--- config.mk ---
export PLATFORM = sky130hd
export DESIGN_NAME = bram_delay_ctrl
export DESIGN_NICKNAME = d
export VERILOG_FILES = /design/src/rtl/bf_pkg.sv /design/src/rtl/bram_delay_ctrl.sv
export SDC_FILE = /design/constraint.sdc
export NUM_CORES = 1
export LEC_CHECK = 0
export CAP_MARGIN = 10
export CORE_ASPECT_RATIO = 1.2
export CORE_MARGIN = 2
export CORE_UTILIZATION = 38
export CTS_BUF_LIST = sky130_fd_sc_hd__clkbuf_4
export DETAILED_ROUTE_END_ITERATION = 10
export SLEW_MARGIN = 30
export SYNTH_ARGS = -nofsm -noshare
export SYNTH_HDL_FRONTEND = slang
export SYNTH_SLANG_ARGS = --single-unit
export TNS_END_PERCENT = 10
--- constraint.sdc ---
create_clock -name clock -period 2.1 [get_ports clock]
set_clock_uncertainty 0.05 [all_clocks]
set_input_delay 0.525 -clock clock [delete_from_list [all_inputs] [get_ports clock]]
set_output_delay 0.525 -clock clock [all_outputs]
set_load 0.02 [all_outputs]
--- src/rtl/bf_pkg.sv ---
// Shared types and constants for the beamformer channel datapath.
// Holds the delay-line sequencer state encoding and BRAM geometry.
package bf_pkg;

   localparam int unsigned DLY_ADDR_W  = 3;
   localparam int unsigned BRAM_RD_LAT = 1;

   typedef enum logic [1:0] {
      StIdle  = 2'd0,
      StFill  = 2'd1,
      StRun   = 2'd2,
      StDrain = 2'd3
   } dly_state_t;

endpackage

--- src/rtl/bram_delay_ctrl.sv ---
// Circular-buffer sequencer for a dual-port BRAM delay line: each sample is
// read back exactly `delay` input samples after it was written.
module bram_delay_ctrl
   import bf_pkg::*;
#(
   parameter int unsigned ADDR_W = DLY_ADDR_W,
   parameter int unsigned RD_LAT = BRAM_RD_LAT
) (
   input  logic              clock,
   input  logic              rst,
   input  logic              cfg_valid,
   input  logic [ADDR_W-1:0] cfg_delay,
   output logic              cfg_ready,
   input  logic              start,
   input  logic              stop,
   input  logic              sample_valid,
   output logic              wr_en,
   output logic [ADDR_W-1:0] wr_addr,
   output logic              rd_en,
   output logic [ADDR_W-1:0] rd_addr,
   output logic              out_valid,
   output logic              busy
);

   dly_state_t        state_q;
   logic [ADDR_W-1:0] delay_q;
   logic [ADDR_W-1:0] wr_ptr_q;
   logic [ADDR_W-1:0] rd_ptr_q;
   logic [ADDR_W-1:0] occ_q;
   logic              busy_q;
   logic              cfg_ready_q;
   logic [RD_LAT-1:0] vld_q;
   logic [ADDR_W-1:0] occ_inc;

   assign occ_inc   = occ_q + ADDR_W'(1);
   assign wr_addr   = wr_ptr_q;
   assign rd_addr   = rd_ptr_q;
   assign busy      = busy_q;
   assign cfg_ready = cfg_ready_q;
   assign out_valid = vld_q[RD_LAT-1];

   // Enables are combinational so they line up with the sample on the BRAM data bus.
   always_comb begin
      wr_en = 1'b0;
      rd_en = 1'b0;
      unique case (state_q)
         StFill: wr_en = sample_valid;
         StRun: begin
            wr_en = sample_valid;
            rd_en = sample_valid;
         end
         StDrain: rd_en = (occ_q != '0);
         default: ;
      endcase
   end

   always_ff @(posedge clock or negedge rst) begin
      if (!rst) begin
         state_q     <= StIdle;
         delay_q     <= ADDR_W'(1);
         wr_ptr_q    <= '0;
         rd_ptr_q    <= '0;
         occ_q       <= '0;
         busy_q      <= 1'b0;
         cfg_ready_q <= 1'b1;
      end else begin
         unique case (state_q)
            StIdle: begin
               if (cfg_valid) begin
                  delay_q <= (cfg_delay == '0) ? ADDR_W'(1) : cfg_delay;
               end
               if (start) begin
                  wr_ptr_q    <= '0;
                  rd_ptr_q    <= '0;
                  occ_q       <= '0;
                  state_q     <= StFill;
                  busy_q      <= 1'b1;
                  cfg_ready_q <= 1'b0;
               end
            end
            StFill: begin
               if (sample_valid) begin
                  wr_ptr_q <= wr_ptr_q + ADDR_W'(1);
                  occ_q    <= occ_inc;
               end
               if (stop) begin
                  // Nothing buffered and nothing arriving: no drain needed.
                  if (!sample_valid && occ_q == '0) begin
                     state_q     <= StIdle;
                     busy_q      <= 1'b0;
                     cfg_ready_q <= 1'b1;
                  end else begin
                     state_q <= StDrain;
                  end
               end else if (sample_valid && occ_inc == delay_q) begin
                  state_q <= StRun;
               end
            end
            StRun: begin
               if (sample_valid) begin
                  wr_ptr_q <= wr_ptr_q + ADDR_W'(1);
                  rd_ptr_q <= rd_ptr_q + ADDR_W'(1);
               end
               if (stop) begin
                  state_q <= StDrain;
               end
            end
            StDrain: begin
               if (occ_q != '0) begin
                  rd_ptr_q <= rd_ptr_q + ADDR_W'(1);
                  occ_q    <= occ_q - ADDR_W'(1);
               end
               if (occ_q <= ADDR_W'(1)) begin
                  state_q     <= StIdle;
                  busy_q      <= 1'b0;
                  cfg_ready_q <= 1'b1;
               end
            end
            default: state_q <= StIdle;
         endcase
      end
   end

   // Read-enable pipeline matching the BRAM read latency.
   always_ff @(posedge clock or negedge rst) begin
      if (!rst) begin
         vld_q <= '0;
      end else begin
         vld_q <= RD_LAT'({vld_q, rd_en});
      end
   end

endmodule
## Word level (Yosys, flattened, before mapping)

Cells that the tools add are included.
W data, S select, Z words.

| cells by class | value |
|---|---|
| reductions and logical operators | 17 |
| add/subtract/negate cells | 4 |
| muxes and demuxes | 29 |
| $lt $le $gt $ge | 1 |
| equality and inequality tests | 14 |

Operator list:

| operator | count |
|---|---|
| $mux W3 | 7 |
| $pmux W3 S3 | 2 |
| $ne A2 B2 Y1 const B | 8 |
| $mux W2 | 6 |
| $reduce_and A4 Y1 | 3 |
| $add A3 B1 Y3 const B | 3 |
| $mux W1 | 9 |
| $reduce_bool A3 Y1 | 3 |
| $pmux W2 S4 | 1 |
| $logic_not A3 Y1 | 2 |
| $pmux W1 S3 | 2 |
| $pmux W3 S2 | 1 |
| $reduce_and A5 Y1 | 1 |
| $eq A2 B2 Y1 const B | 2 |
| $eq A3 B3 Y1 | 1 |
| $le A3 B1 Y1 const B | 1 |
| $ne A3 B3 Y1 const B | 1 |
| $reduce_and A3 Y1 | 1 |
| $sub A3 B1 Y3 const B | 1 |
| $eq A2 B1 Y1 const B | 1 |
| $logic_and A1 B1 Y1 | 2 |
| $logic_not A2 Y1 | 1 |
| $ne A2 B1 Y1 const B | 1 |
| $pmux W1 S2 | 1 |
| 4 further kinds | 4 |

| storage, ports and cells | value |
|---|---|
| output and inout bits | 11 |
| input port bits | 9 |
| word-level logic and storage cells | 73 |
| register bits | 17 |

## Depth between registers and ports, before layout

| depth | value |
|---|---|
| depth after elaboration | 6 |
| mapped depth | 7 |
| gate-level depth less buffers | 6 |

## Least setup slack after synthesis

OpenSTA, ideal clock, no wires.

| timing | value |
|---|---|
| path type | flip-flop to flip-flop |
| start point | register state_q[0] |
| end point | register rd_ptr_q[2] (netlist: rd_addr[2]) |
| data required time | 1.972 ns |
| stages on the path, launching flop included | 8 |
| path slack | 0.114 ns |
| library setup time | 0.078 ns |
| data arrival time | 1.859 ns |
| buffers on the path | 1 |
| clock period less this slack | 1.986 ns |
| cells stage by stage | dfrtp_1 -> inv_1 -> ha_1 -> nor2b_1 -> clkbuf_1 -> a2111o_1 -> or3_1 -> a21oi_1 |

| between the ends | value |
|---|---|
| word-level cells in the longest chain between the ends | 3 |
| elaborated cells on any way between the ends | 9 |
| classes of those cells | eq/ne: 5; mux: 1; reduce/logical: 3 |

Ends and longest elaborated chain:

| element | line | RTL |
|---|---|---|
| from (decl) | bram_delay_ctrl.sv:25 | `dly_state_t state_q;` |
| from (signal assigned) | bram_delay_ctrl.sv:59 | `state_q <= StIdle;` |
| from (signal assigned) | bram_delay_ctrl.sv:76 | `state_q <= StFill;` |
| from (signal assigned) | bram_delay_ctrl.sv:89 | `state_q <= StIdle;` |
| $eq A2 B2 Y1 or $logic_not A2 Y1 (tied branches) | bram_delay_ctrl.sv:67 | `unique case (state_q)` |
| $ne A2 B2 Y1 (no line) or $reduce_bool A3 Y1 (tied branches) | n/a |  |
| $reduce_and A4 Y1 (no line) | n/a |  |
| to (signal assigned) | bram_delay_ctrl.sv:102 | `rd_ptr_q <= rd_ptr_q + ADDR_W'(1);` |
| to (signal assigned) | bram_delay_ctrl.sv:110 | `rd_ptr_q <= rd_ptr_q + ADDR_W'(1);` |
| to (decl) | bram_delay_ctrl.sv:28 | `logic [ADDR_W-1:0] rd_ptr_q;` |

Parallel ways exist; a longest one is shown, timed or not.
A chain may end at the register's enable or synchronous reset.

## Worst setup path in the final report

| timing | value |
|---|---|
| start point | input port sample_valid |
| end point | register rd_ptr_q[2] (netlist: rd_addr[2]) |

| between the ends | value |
|---|---|
| word-level cells in the longest chain between the ends | 2 |

Ends and longest elaborated chain:

| element | line | RTL |
|---|---|---|
| from (decl) | bram_delay_ctrl.sv:16 | `input logic sample_valid,` |
| $ne A2 B2 Y1 (no line) | n/a |  |
| $reduce_and A4 Y1 (no line) | n/a |  |

No other way between the ends.

==> summary.md <==
| Metric | Value |
|---|---|
| Hold WC Path Type | flip-flop to flip-flop |
| Gate power share | 67.5% |
| WL per Instance | approximately 13 µm |
| Status | completed |
| Post-synthesis area per instance | 10.36 µm² |
| Post-synth EDFFs | 0 |
| Ys async rst share | 100.0% |
| Kind of critical path | input port to flip-flop |
| DP Wirelength | around 1900 µm |
| Antenna violations before repair | 0 |
| Sw Ratio | between 40% and 50% |
| Max Freq | 0.4843 GHz |
| Worst path max stage delay | approximately 510 ps |
| Arrival time worst endpoint | about 2200 ps |
| First-pass GRT wire length | around 4300 µm |
| CP Cell Sequence | clkdlybuf4s50_1, buf_4, inv_1, a2111o_1, or3_1, a21oi_1 |
| Most common cell in the netlist | dfrtp_1 |
| Storage element area | 427.9 µm² |
| DRT iter0 DRCs | 27 |
| Largest net degree at the start of global routing | 18 |
| Setup crit start kind | input port |
| TritonCTS clock tree | yes |
| Crit-path max FO | 5 |
| Yosys top cell area share | 34.17% |
| Leakage | 0.7262 nW |
| H-tree levels | 1 |
| Sequential Power Share | around a quarter |
| Via count | 917 |
| IO Pins | 20 |
| ANT nets after route | 0 |
| PortBufs | 19 |
| Min Tclk post-route | 2065 ps |
| Psw | roughly 1000 µW |
| Nets | 170 |
| CP max stage cell | clkdlybuf4s50_1 |
| Die Wd | roughly 53 µm |
| First-pass DRT Iterations | 4 |
| Buffers & Inverters on Critical Path | 3 |
| Internal power | 1.435 mW |
| #FFs+latches synth | 17 |
| Final hold violation count | 0 |
| Sequential area share after synthesis | 38.95% |
| Vias in the first global route | 1,004 |
| Yosys warns | 0 |
| Pins Over Slew Limit | 0 |
| Predominant post-synthesis flop cell | dfrtp_1 |
| Cts bufs inserted | 3 |
| Non-Filler Cell Area, Final | about 0.0015 mm² |
| Synth top area cells | dfrtp_1, ha_1, dfstp_2 |
| Req. time, crit path | 2260 ps |
| Max IR drop VDD | 0.9102 mV |
| GP Congestion | 0.7969 |
| FP Rows | 21 |
| Non-filler instance count after layout | 183 |
| Sinks on Clock Net | 17 |
| Syn nets | 126 |
| Synthesized cell area | 0.001099 mm² |
| Cell family with most CP delay | buffers and inverters |
| Finish-stage setup viols | 0 |
| Commonest cells post-synth | dfrtp_1, ha_1, inv_1 |
| Worst-path clk slew | 110 ps |
| Core ar. | 0.002785 mm² |
| Die H | 62.90 µm |
| Max Cap Viol | 0 |
| Ant diodes | 0 |
| P per Cell Area | ~1600 mW/mm² |
| Total GRT Usage | approximately 17% |
| Period utilization | 98.33% |
| Die area | 0.003339 mm² |
| Layout fillers | 271 |
| Via/cell ratio | ~5.0 |
| Count of cell types in the netlist | 41 |
| Placed Cells | between 150 and 200 |
| Worst-Margin Slew | 288.4 ps |
| Placed cell areas | 0.001484 mm² |
| Worst-skew pair later-pin latency | 280 ps |
| Headroom to the max-slew limit | roughly four fifths |
| RSZ-0062 raised after global routing | true |
| Cells after synthesis | between 100 and 150 |
| Layout cells sized above 1 | a little over a quarter |
| Area added between synthesis and finish | 38.27% |
| Root Driver | clkbuf_4 |
| Crit. End Element | flip-flop |
| WL final | between 2000 and 2500 µm |
| Yosys top cell by area | dfrtp_1 |
| Cts hold-fix bufs | 0 |
| Initial Util | 39.44% |
| Clock power frac | 7.9% |
| Clock Tree Buf Depth | 2 |
| Grt total ovfl | 0 |
| Area of the multi-input gates | around 630 µm² |
| DR DRC count | 0 |
==> power by group through the flow <==
stage | clock [mW] | sequential, mW | combinational, mW
3_3_place_gp | 0 | 0.605 | 1.59
3_5_place_dp | 0 | 0.613 | 1.62
5_1_grt | 0.224 | 0.622 | 1.80
6_report | 0.192 | 0.596 | 1.64
4_1_cts | 0.201 | 0.598 | 1.65
2_1_floorplan | 0 | 0.673 | 0.893
==> kinds of logic after synthesis <==
logic type	synth area share [%]
and+or+nand+nor	14.47
AOI/OAI and AO/OA	20.16
DFF	38.95
buffers and inverters	4.213
adders and majority gates	12.53
muxes	5.922
xor gates and xnor gates	3.759
==> tightest hold or removal path, stage by stage, from the launching register on <==
cell	delay (ps)
dfstp_2	380
inv_1	40
a21oi_1	50
==> flip-flops by register name, indices dropped and copies added (netlist names), named ones only <==
| register | count |
|---|---|
| state_q | 1 |
| wr_addr | 3 |
| occ_q | 3 |
| delay_q | 3 |
| busy | 1 |
| rd_addr | 3 |
| cfg_ready | 1 |
| out_valid | 1 |
==> cells in the final DEF, fill, tap and decap left out, types with 3 or more instances in the layout <==
cell type,count
a31oi_1,3
nand2b_1,3
ha_1,11
nor2b_1,3
nand3_1,3
nor2_1,7
mux2_2,3
buf_4,23
a22o_1,5
clkdlybuf4s50_1,17
dfrtp_1,15
o21ai_1,3
nand2_1,4
a21oi_1,4
clkbuf_4,4
inv_1,9
a21o_1,3
==> cell type report <==
cell class,count,area share [%]
tap,34,2.801
inverter,9,2.224
multi-input combinational,77,41.60
sequential,17,28.17
timing repair buffer,42,23.23
clock buffer,4,1.977
==> repair_timing <==
action	in CTS	in global routing
gates resized for setup	6	3
setup buffers	1	0
setup endpoints to repair	2	5
==> routing by layer <==
metal	GRT usage [%]	vias up	routed length (µm)
met5	0	-	0
met4	4.808	0	25
met3	2.871	2	69
met2	28.91	12	1194
met1	21.94	435	1112
li1	-	468	-
==> worst paths after layout <==
check	from	end	slack [ps]	cells after the start
hold reg to reg	cfg_ready	cfg_ready	410	2
hold / removal	cfg_ready	cfg_ready	410	2
max in group asynchronous	rst	delay_q[0]	1230	2
min in group asynchronous	rst	wr_addr[0]	500	2
setup reg to reg	state_q[0]	rd_addr[2]	170	6
setup / recovery	sample_valid	rd_addr[2]	40	6
==> per-stage QoR <==
| step | worst slack [ps] | hold slack [ps] | util (%) | power, mW | TNS, ps |
|---|---|---|---|---|---|
| floorplan | 113.7 | 179.4 | - | 1.566 | 0 |
| global placement | -263.8 | 396.9 | 53.28 | 2.194 | -1299 |
| detailed placement | -292.4 | 396.7 | 53.28 | 2.235 | -1502 |
| CTS | 5.283 | 414.0 | 54.72 | 2.447 | 0 |
| global route | -29.20 | 440.0 | 54.54 | 2.650 | -29.20 |
| finish | 35.04 | 414.0 | 54.54 | 2.425 | 0 |
Power figures use the tool's default switching activity.
